## src/rtl/heartbeat_conditioner.sv

```systemverilog
// Heartbeat front-end: synchronizer, debouncer, beat acceptance FSM with refractory blanking, loss-of-beat timeout.
// Define HEARTBEAT_REJECT_CNT_EN to build the saturating rejected-beat counter; otherwise reject_cnt reads 0.
//
// state    | meaning
// ARMED    | waiting for a debounced rising edge
// PULSE    | beat accepted, beat_out held high for PULSE_LEN cycles
// BLANK    | refractory window, candidates rejected
// WAIT_LOW | refractory over, waiting for debounced level to return low
module heartbeat_conditioner #(
  parameter int SYNC_STAGES  = 2,
  parameter int DEBOUNCE_CYC = 1024,
  parameter int PULSE_LEN    = 16,
  parameter int REFRACT_CYC  = 12500000,
  parameter int TIMEOUT_CYC  = 150000000,
  parameter int CNT_W        = 28
) (
  input  logic       clk,
  input  logic       reset,
  input  logic       sensor_in,
  output logic       beat_out,
  output logic       beat_pulse,
  output logic       no_beat,
  output logic [7:0] reject_cnt
);

  localparam int DEB_W = $clog2(DEBOUNCE_CYC + 1);
  localparam int PLS_W = $clog2(PULSE_LEN + 1);
  localparam logic [DEB_W-1:0] DEB_LAST = DEB_W'(DEBOUNCE_CYC - 1);
  localparam logic [PLS_W-1:0] PLS_LAST = PLS_W'(PULSE_LEN - 1);
  localparam logic [CNT_W-1:0] REF_LAST = CNT_W'(REFRACT_CYC - 1);
  localparam logic [CNT_W-1:0] TO_MAX   = CNT_W'(TIMEOUT_CYC);
  localparam bit SKIP_BLANK = (PULSE_LEN >= REFRACT_CYC);

  typedef enum logic [1:0] {
    ARMED    = 2'd0,
    PULSE    = 2'd1,
    BLANK    = 2'd2,
    WAIT_LOW = 2'd3
  } state_t;

  logic [SYNC_STAGES-1:0] sync_q;
  logic                   s_sync;
  logic                   deb_q;
  logic                   deb_prev_q;
  logic [DEB_W-1:0]       deb_cnt;
  logic                   cand;

  state_t           state_q, state_d;
  logic [PLS_W-1:0] pcnt_q, pcnt_d;
  logic [CNT_W-1:0] rcnt_q, rcnt_d;
  logic [CNT_W-1:0] tcnt_q;
  logic             beat_out_d;
  logic             beat_pulse_d;

  always_ff @(posedge clk or posedge reset) begin
    if (reset) sync_q <= '0;
    else       sync_q <= {sync_q[SYNC_STAGES-2:0], sensor_in};
  end

  assign s_sync = sync_q[SYNC_STAGES-1];

  // Any return to agreement restarts the stability count, so short glitches never toggle deb.
  always_ff @(posedge clk or posedge reset) begin
    if (reset) begin
      deb_q      <= 1'b0;
      deb_prev_q <= 1'b0;
      deb_cnt    <= '0;
    end else begin
      deb_prev_q <= deb_q;
      if (s_sync == deb_q) begin
        deb_cnt <= '0;
      end else if (deb_cnt == DEB_LAST) begin
        deb_q   <= ~deb_q;
        deb_cnt <= '0;
      end else begin
        deb_cnt <= deb_cnt + DEB_W'(1);
      end
    end
  end

  assign cand = deb_q & ~deb_prev_q;

  always_ff @(posedge clk or posedge reset) begin
    if (reset) begin
      state_q    <= ARMED;
      pcnt_q     <= '0;
      rcnt_q     <= '0;
      beat_out   <= 1'b0;
      beat_pulse <= 1'b0;
    end else begin
      state_q    <= state_d;
      pcnt_q     <= pcnt_d;
      rcnt_q     <= rcnt_d;
      beat_out   <= beat_out_d;
      beat_pulse <= beat_pulse_d;
    end
  end

  always_comb begin
    state_d      = state_q;
    pcnt_d       = pcnt_q;
    rcnt_d       = rcnt_q;
    beat_out_d   = beat_out;
    beat_pulse_d = 1'b0;
    case (state_q)
      ARMED: begin
        if (cand) begin
          state_d      = PULSE;
          beat_out_d   = 1'b1;
          beat_pulse_d = 1'b1;
          pcnt_d       = PLS_LAST;
          rcnt_d       = '0;
        end
      end
      PULSE: begin
        rcnt_d = rcnt_q + CNT_W'(1);
        if (pcnt_q == '0) begin
          beat_out_d = 1'b0;
          state_d    = SKIP_BLANK ? WAIT_LOW : BLANK;
        end else begin
          pcnt_d = pcnt_q - PLS_W'(1);
        end
      end
      BLANK: begin
        rcnt_d = rcnt_q + CNT_W'(1);
        if (rcnt_q >= REF_LAST) state_d = WAIT_LOW;
      end
      WAIT_LOW: begin
        if (!deb_q) state_d = ARMED;
      end
      default: state_d = ARMED;
    endcase
  end

  // Cleared from the registered strobe so no_beat falls one cycle after beat_pulse.
  always_ff @(posedge clk or posedge reset) begin
    if (reset)                tcnt_q <= '0;
    else if (beat_pulse)      tcnt_q <= '0;
    else if (tcnt_q != TO_MAX) tcnt_q <= tcnt_q + CNT_W'(1);
  end

  assign no_beat = (tcnt_q == TO_MAX);

`ifdef HEARTBEAT_REJECT_CNT_EN
  logic reject;
  assign reject = cand && ((state_q == PULSE) || (state_q == BLANK));

  always_ff @(posedge clk or posedge reset) begin
    if (reset)                              reject_cnt <= 8'd0;
    else if (reject && reject_cnt != 8'hFF) reject_cnt <= reject_cnt + 8'd1;
  end
`else
  assign reject_cnt = 8'd0;
`endif

endmodule
```

## config.mk

```make
export PLATFORM = sky130hd
export DESIGN_NAME = heartbeat_conditioner
export DESIGN_NICKNAME = d
export VERILOG_FILES = /design/src/rtl/heartbeat_conditioner.sv
export SDC_FILE = /design/constraint.sdc
export NUM_CORES = 1
export LEC_CHECK = 0
export ABC_CLOCK_PERIOD_IN_PS = 5600
export CAP_MARGIN = 10
export CORE_UTILIZATION = 48
export CTS_CLUSTER_DIAMETER = 200
export DETAILED_ROUTE_END_ITERATION = 12
export RECOVER_POWER = 100
export SYNTH_ARGS = -nofsm -noshare
export SYNTH_HDL_FRONTEND = slang
export SYNTH_SLANG_ARGS = --single-unit
```

## constraint.sdc

```tcl
create_clock -name clk -period 5.6 [get_ports clk]
set_clock_uncertainty 0.2 [all_clocks]
set_input_delay 1.4 -clock clk [delete_from_list [all_inputs] [get_ports clk]]
set_output_delay 1.4 -clock clk [all_outputs]
set_load 0.02 [all_outputs]
```

# After elaboration in Yosys (flattened, before gate mapping)
# Cells that the tools add are included.
word_totals:
  regBits: 80
  latchBits: 0
  mem_bits_rw: 0
  rom_bits: 0
  in_bits: 3
  output_inout_bits: 11
  elab_cells: 61
  memories: 0
classes:
  n_addsub: 4
  n_mul: 0
  div_mod_pow: 0
  n_lt_le_gt_ge: 1
  n_eq_ne: 12
  shifts: 0
  mux: 19
  bitwise: 4
  reduce_logical: 11
ops:
  columns: ["op", "n"]
  rows:
  - ["$mux 28", 3]
  - ["$add 28x1->28 const B", 2]
  - ["$pmux 28 s2", 1]
  - ["$eq 28x28->1 const B", 1]
  - ["$ge 28x24->1 const B", 1]
  - ["$ne 28x28->1 const B", 1]
  - ["$mux 11", 2]
  - ["$add 11x1->11 const B", 1]
  - ["$eq 11x10->1 const B", 1]
  - ["$mux 5", 2]
  - ["$ne 2x2->1 const B", 5]
  - ["$pmux 5 s2", 1]
  - ["$mux 2", 4]
  - ["$pmux 2 s4", 1]
  - ["$reduce_and 3->1", 2]
  - ["$reduce_bool 2->1", 3]
  - ["$logic_not 5->1", 1]
  - ["$sub 5x1->5 const B", 1]
  - ["$eq 2x2->1 const B", 2]
  - ["$mux 1", 4]
  - ["$reduce_and 2->1", 2]
  - ["$reduce_and 4->1", 1]
  - ["$not 1->1", 3]
  - ["$eq 2x1->1 const B", 1]
  - ["5 further kinds", 5]

# Logic depth before layout (Yosys ltp)
# Gate-level depths: netlist of run 1.
logic_depth:
  word_depth: 4
  depth_mapped: 9
  mapped_depth_nobuf: 7

# Worst setup path after synthesis of run 1
# Ideal clock, no wire load.
synth_timing:
  path_type: "register to output"
  start: "register tcnt_q[0]"
  end: "output no_beat"
  arrival_ns: 1.955
  required_time_ns: 4.000
  setup_slack_ns: 2.045
  stages_incl_launch_ff: 5
  n_path_buf: 0
  path_cell_list: "dfrtp_1 -> inv_1 -> ha_1 -> or4b_2 -> nor4_1"
synth_between:
  elab_chain_len: 1
synth_rtl:
  columns: ["item", "line_no", "rtl"]
  rows:
  - ["start: declaration", "51", "logic [CNT_W-1:0] tcnt_q;"]
  - ["start signal: assignment", "139", "else if (tcnt_q != TO_MAX) tcnt_q <= tcnt_q + CNT_W'(1);"]
  - ["$eq 28x28->1", "142", "assign no_beat = (tcnt_q == TO_MAX);"]
  - ["end: declaration", "22", "output logic no_beat,"]
# No other way between the ends.

==> results of run 1 <==
## sequential cells by signal, summed over array words and instances, names as in the netlist
signal      count
sync_q          2
state_q         2
deb_cnt        11
pcnt_q          5
rcnt_q         28
deb_prev_q      1
tcnt_q         28
deb_q           1
beat_pulse      1
beat_out        1
## final cells by class
class / count / share of cell area [%]
Sequential cell: 80 / 44.9
Timing Repair Buffer: 7 / 1.37
Tap cell: 105 / 2.95
Multi-Input combinational cell: 320 / 45.1
Clock buffer: 11 / 2.95
Inverter: 11 / 0.954
Clock inverter: 5 / 1.82
## placed cells by master (no fill, tap or decap), drive strengths merged, types with 2 or more instances in the layout
master / instances
a22o: 3
xnor2: 15
conb: 8
nand3: 30
ha: 10
nor2: 74
a2111oi: 2
dlygate4sd3: 5
or2: 3
nor4: 6
dfrtp: 80
nor3: 9
mux2i: 2
nor4b: 3
nand4b: 3
nand2b: 2
xor2: 44
and3: 10
inv: 10
nand4: 20
nand2: 27
clkbuf: 12
a21oi: 10
bufinv: 2
or4b: 2
and4: 7
o21ai: 7
clkinv: 2
a21o: 2
a211oi: 2
clkinvlp: 2
and2: 5
## how the worst max path moves through the flow
stage               cells past startpoint  slack [ps]                  start                endpoint
floorplan                               1        1950                  reset    beat_out$_DFFE_PP0P_
global placement                        5        1740  tcnt_q[0]$_DFFE_PP0P_                 no_beat
detailed placement                      5        1740  tcnt_q[0]$_DFFE_PP0P_                 no_beat
CTS                                     5        1350  tcnt_q[0]$_DFFE_PP0P_                 no_beat
global route                            3         640                  reset  rcnt_q[17]$_DFFE_PP0P_
finish                                  3        1330                  reset  rcnt_q[17]$_DFFE_PP0P_
## per-layer routing
metal | GRT usage, % | wire length [um] | share of wire, % | vias up
met1 | 26.2 | 3920 | 52 | 1415
met4 | 7.20 | 119 | 1.6 | 0
met2 | 29.2 | 3320 | 44 | 34
li1 | - | - | - | 1455
met5 | 0 | 0 | 0 | -
met3 | 3.11 | 164 | 2.2 | 12
## kinds of logic after synthesis
kind of cell	count (synthesis)	synth area share [%]
AOI/OAI and AO/OA	33	6.21
xor gates and xnor gates	59	12.4
adders and majority gates	10	3.00
buffers and inverters	31	3.57
DFF	80	48.0
muxes	3	0.750
other	1	0.0899
and+or+nand+nor	207	26.0
## critical path: cells and delay by family
family | cells | cell delay (ps)
buffers and inverters | 3 | 2930
## metrics by stage
| step | util (%) | cell area [um^2] |
|---|---|---|
| floorplan | - | 4200 |
| global placement | 51.7 | 4290 |
| detailed placement | 51.7 | 4290 |
| CTS | 54.2 | 4500 |
| global route | 53.7 | 4460 |
| finish | 53.7 | 4460 |
## power by group through the flow
stage / sequential (mW) / clock, mW / combinational (mW)
after floorplan: 0.593 / 0 / 0.0216
after global placement: 0.593 / 0 / 0.0236
after detailed placement: 0.593 / 0 / 0.0237
after CTS: 0.582 / 0.475 / 0.0237
after global routing: 0.582 / 0.497 / 0.0267
final: 0.582 / 0.458 / 0.0216
==> summary.txt, run 1 <==
Status
  • Outcome: finished, violations left
  • Failing checks: capacitance limit, slew limit

Global routing
  • Pin count of the biggest net entering global routing: 60
  • Vias in the first global route: 2,818
  • Initial antenna violation count: 0
  • Global route overflow: 0
  • First-pass GRT wire length: 13.2 mm
  • Gr usage total: 18.8%

Cells and area
  • Area grow syn2layout: 6.96%
  • Storage cell area: 2000 um^2
  • Net count, final: 442
  • Layout Cells excl Fill: 539
  • Layout cells sized above 1: 5.76%
  • Multi-input logic area: 2010 um^2
  • Fillcell total: 767
  • # diodes: 0

Power and ir drop
  • Gate power share: 2.0%
  • Reg power frac: 54.8%
  • Leakage: 2.04 nW
  • Power Internal: 0.835 mW
  • Pwr/cell area: 238 nW/um^2
  • Switch Pwr: 0.227 mW
  • Peak supply drop: 0.120 mV
  • Switching Fraction: 21.4%
  • Total Power: 1.06 mW
  • Clk pwr share: 43.2%

Flow run
  • Max cap viols: 2

Placed design
  • DP Wirelength: 5.10 mm
  • Dpl ws: 1740 ps
  • Cell count after placement: 523
  • Final weighted congestion in routability-driven placement: 0.778
  • PortBufs: 5

Detailed routing
  • DR WL/cell: 14.0 um
  • Routed wire length: 7.53 mm
  • Mean number of vias per cell: 5.41
  • Post-detailed-route count of antenna-violating nets: 0
  • 1st-iter DRT viols: 138
  • DRC: 0
  • Via count: 2,916
  • DRT Pass-1 Iters: 4

Die
  • Die ar.: 9060 um^2
  • Std cell rows: 33
  • IO Count: 14
  • Initial Util: 50.2%
  • CORE AREA: 8300 um^2
  • Die H: 95.2 um
  • Die X: 95.2 um

Worst setup path
  • Crit-path max cell delay: 1440 ps
  • Startpoint Class: input pin
  • Worst path required time: 5690 ps
  • Capturing point of the worst reg2reg path: rcnt_q[24]$_DFFE_PP0P_
  • Slowest CP cell: clkinvlp_2
  • Worst R2R Start: state_q[1]$_DFFE_PP0P_
  • R2r worst-path depth: 5
  • Worst Setup End Kind: async pin
  • Crit Path Class: input pin to async pin
  • R2R setup slack: 2430 ps
  • Crit path max fanout: 59
  • Worst path arrival time: 4360 ps
  • Worst-path cell chain: dlygate4sd3_1 > clkinvlp_2 > clkbuf_1

Synthesis
  • Synth Register Bits: 80
  • Register area share after synthesis: 48.0%
  • Synth top area cells: dfrtp_1, xor2_1, nor2_1
  • Synth cell types: 51
  • Total number of yosys warnings: 0
  • Synthesized area per cell: 9.83 um^2
  • Count leader, synth: dfrtp_1
  • Post-synth top cells: dfrtp_1, nor2_1, xor2_1
  • Yosys top cell area share: 48.0%
  • Post-synthesis async set-or-reset flop share: 100%
  • Largest area contributor in the netlist: dfrtp_1
  • Ys flop type: dfrtp_1
  • Post-Synthesis Cells: 424
  • Mapped Area: 4170 um^2
  • Count of flip-flops with a built-in enable after synthesis: 0

Worst hold path
  • HP Class: register to register
  • WHS Path Cells: 0
  • Hold endpoint: sync_q[1]$_DFF_PP0_
  • Worst hold start: sync_q[0]$_DFF_PP0_

STA
  • Final setup margin: 1330 ps
  • Crit share post-route: 76.3%
  • Worst slew margin: -70.4%
  • Final setup TNS: 0 ps
  • Hold WS: 156 ps
  • Endpoints failing hold: 0
  • Fmax: 0.234 GHz
  • RSZ-0062 raised after global routing: false
  • Worst-Margin Slew: 2540 ps
  • Final Max Slew Viols: 84
  • Tmin final: 4270 ps
  • Setup Viol. Count Final: 0

Clocking
  • Reg clk slew, reported paths: 80 ps
  • H-tree Lvls: 3
  • TritonCTS sink count: 80
  • Clock Tree Root: clkbuf_8
  • CTS Buf Count: 9
  • Post-CTS Hold Fix Bufs: 0
  • CTS tree: built
  • Post-CTS resize count: 0
  • CTS Buffer Depth: 2
  • Skew-Pair Late Insertion Delay: 350 ps
  • Total setup buffers inserted after CTS: 0
(Power assumes the default switching activity.)
==> run 2: changes to the inputs <==
Settings changed: ABC_CLOCK_PERIOD_IN_PS 5600 to 3750, PLACE_DENSITY set to 0.67.
Clock period 5.6 ns to 3.75 ns, I/O delays scaled along.
==> run 2 against run 1 <==
The run still ends with capacitance limit, slew limit left. Clock power grew 44%. Global-route usage shrank 0.32 points. First-iteration DRC count shrank 12%. Register-to-register slack lost 1700 ps. Wire length shrank 2.8%. Setup slack lost 1000 ps. Die area is the same. Sequential share of layout area grew 0.25 points. Critical path depth grew 2. Critical path type is now register to output pin. Largest cell class is now sequential cells.
==> summary.txt, run 2 (synthesized netlist as in run 1, its figures left out) <==
STA
  • Fmax: 0.292 GHz
  • Final setup TNS: 0 ps (unchanged)
  • RSZ-0062 raised after global routing: false (unchanged)
  • Tmin final: 3430 ps
  • Worst slew margin: -29.4% (was -70.4%)
  • Crit share post-route: 91.4%
  • Setup Viol. Count Final: 0 (unchanged)
  • Endpoints failing hold: 0 (unchanged)
  • Worst-Margin Slew: 1940 ps (was 2540 ps)
  • Final Max Slew Viols: 81 (was 84)

Status
  • Outcome: finished, violations left (unchanged)
  • Failing checks: capacitance limit, slew limit (unchanged)

Cells and area
  • Commonest non-fill, non-tap cell in the layout: dfrtp_1 (unchanged)
  • Biggest regs: rcnt_q (28), tcnt_q (28), deb_cnt (11) (unchanged)
  • Storage cell area: 2000 um^2 (unchanged)
  • Fillcell total: 750 (was 767)
  • Layout cells sized above 1: 6.67% (was 5.76%)
  • Multi-input logic area: 1980 um^2 (was 2010 um^2)
  • Area grow syn2layout: 6.36% (was 6.96%)
  • Layout Cells excl Fill: 540 (was 539)
  • Commonest non-fill, non-tap cells in the layout: dfrtp_1, nor2_1, xor2_1 (unchanged)
  • Net count, final: 443 (was 442)
  • # diodes: 0 (unchanged)

Worst setup path
  • Crit Path Class: register to output pin (was input pin to async pin)
  • Worst path arrival time: 2290 ps (was 4360 ps)
  • Slowest CP cell: or4b_2 (was clkinvlp_2)
  • Startpoint Class: register (was input pin)
  • Worst Setup End Kind: output pin (was async pin)
  • Worst-path cell chain: inv_1 > ha_1 > or4b_2 > nor4_1 > dlygate4sd2_1 (was dlygate4sd3_1 > clkinvlp_2 > clkbuf_1)
  • Worst R2R Start: state_q[1]$_DFFE_PP0P_ (unchanged)
  • Critical Path Start: tcnt_q[0]$_DFFE_PP0P_ (was reset)
  • Crit-path max cell delay: 610 ps (was 1440 ps)
  • Worst path required time: 2610 ps (was 5690 ps)
  • Crit path max fanout: 5 (was 59)

Die
  • CORE AREA: 8300 um^2 (unchanged)
  • Die X: 95.2 um (unchanged)
  • Die H: 95.2 um (unchanged)
  • IO Count: 14 (unchanged)
  • Std cell rows: 33 (unchanged)
  • Die ar.: 9060 um^2 (unchanged)
  • Initial Util: 50.2% (unchanged)

Worst hold path
  • Worst hold start: sync_q[0]$_DFF_PP0_ (unchanged)
  • HP Class: register to register (unchanged)

Flow run
  • Max cap viols: 1 (was 2)

Clocking
  • CTS tree: built (unchanged)
  • Reg clk slew, reported paths: 80 ps (about the same)
  • Clock Tree Root: clkbuf_8 (unchanged)
  • TritonCTS sink count: 80 (unchanged)
  • CTS Buffer Depth: 2 (unchanged)
  • H-tree Lvls: 3 (unchanged)
  • CTS Buf Count: 9 (unchanged)
  • Skew-Pair Late Insertion Delay: 360 ps (was 350 ps)

Detailed routing
  • DRC: 0 (unchanged)
  • Post-detailed-route count of antenna-violating nets: 0 (unchanged)
  • Routed wire length: 7.31 mm (was 7.53 mm)
  • DR WL/cell: 13.5 um (was 14.0 um)
  • Mean number of vias per cell: 5.38 (was 5.41)
  • DRT Pass-1 Iters: 5 (was 4)
  • 1st-iter DRT viols: 121 (was 138)
  • Via count: 2,906 (was 2,916)

Power and ir drop
  • Pwr/cell area: 352 nW/um^2 (was 238 nW/um^2)
  • Peak supply drop: 0.155 mV (was 0.120 mV)
  • Leakage: 2.04 nW (about the same)

Placed design
  • Cell count after placement: 524 (was 523)
  • DP Wirelength: 4.91 mm (was 5.10 mm)
  • Final weighted congestion in routability-driven placement: 0.766 (was 0.778)
  • PortBufs: 5 (unchanged)

Global routing
  • Global route overflow: 0 (unchanged)
  • Pin count of the biggest net entering global routing: 81 (was 60)
  • First-pass GRT wire length: 12.9 mm (was 13.2 mm)
  • Initial antenna violation count: 0 (unchanged)
  • Gr usage total: 18.5% (was 18.8%)
  • Vias in the first global route: 2,713 (was 2,818)
## run 2: layout make-up
| type | count | area share [%] |
|---|---|---|
| tap | 105 | 2.96 |
| multi-input combinational | 320 | 44.8 |
| clock inverter | 6 | 1.52 |
| timing repair buffer | 8 | 1.55 |
| inverter | 11 | 0.959 |
| sequential | 80 | 45.1 |
| clock buffer | 10 | 3.10 |
## run 2: routing by layer
layer | global-route usage, % | share of wire (%) | vias to the layer above
met5 | 0 | 0 | -
met4 | 7.95 | 1.8 | 0
met3 | 3.59 | 2.7 | 10
met2 | 27.1 | 45 | 32
met1 | 26.5 | 51 | 1404
li1 | - | - | 1460
## run 2: worst paths after layout
kind                                          end  slack, ps  depth (start not counted)
min reg2reg                   sync_q[1]$_DFF_PP0_        160                          0
max in group asynchronous  rcnt_q[11]$_DFFE_PP0P_        680                          3
min                           sync_q[1]$_DFF_PP0_        160                          0
max                                       no_beat        320                          5
max reg2reg                rcnt_q[24]$_DFFE_PP0P_        770                          7
min in group asynchronous    deb_cnt[6]$_DFF_PP0_       1530                          3
## run 2: report_power, final
part	switching, mW	internal [mW]	total (mW)
clock network	0.332	0.328	0.660
registers	0.00312	0.866	0.869
logic	0.0274	0.00490	0.0323
## run 2: timing repair
action	in CTS	in global routing
endpoints found under the setup margin	1	0
hold buffers	0	0
setup buffers	0	0
resized for setup	1	0
## run 2: through the flow
| stage | worst slack [ps] | power (mW) | area [um^2] | hold slack [ps] | utilization [%] |
|---|---|---|---|---|---|
| after CTS | 247 | 1.59 | 4510 | 157 | 54.3 |
| after global placement | 439 | 0.922 | 4310 | 133 | 51.9 |
| after global routing | 176 | 1.62 | 4430 | 163 | 53.4 |
| after floorplan | 561 | 0.918 | 4200 | 131 | - |
| final | 322 | 1.56 | 4430 | 155 | 53.4 |
| after detailed placement | 346 | 0.923 | 4310 | 136 | 51.9 |
## run 2: worst max-delay path, delay by kind of cell (launching register included)
kind	cells	cell delay (ps)
adder cells (fa/ha/maj)	1	160
buffers and inverters	2	480
flip-flops	1	430
AND/OR/NAND/NOR	2	870
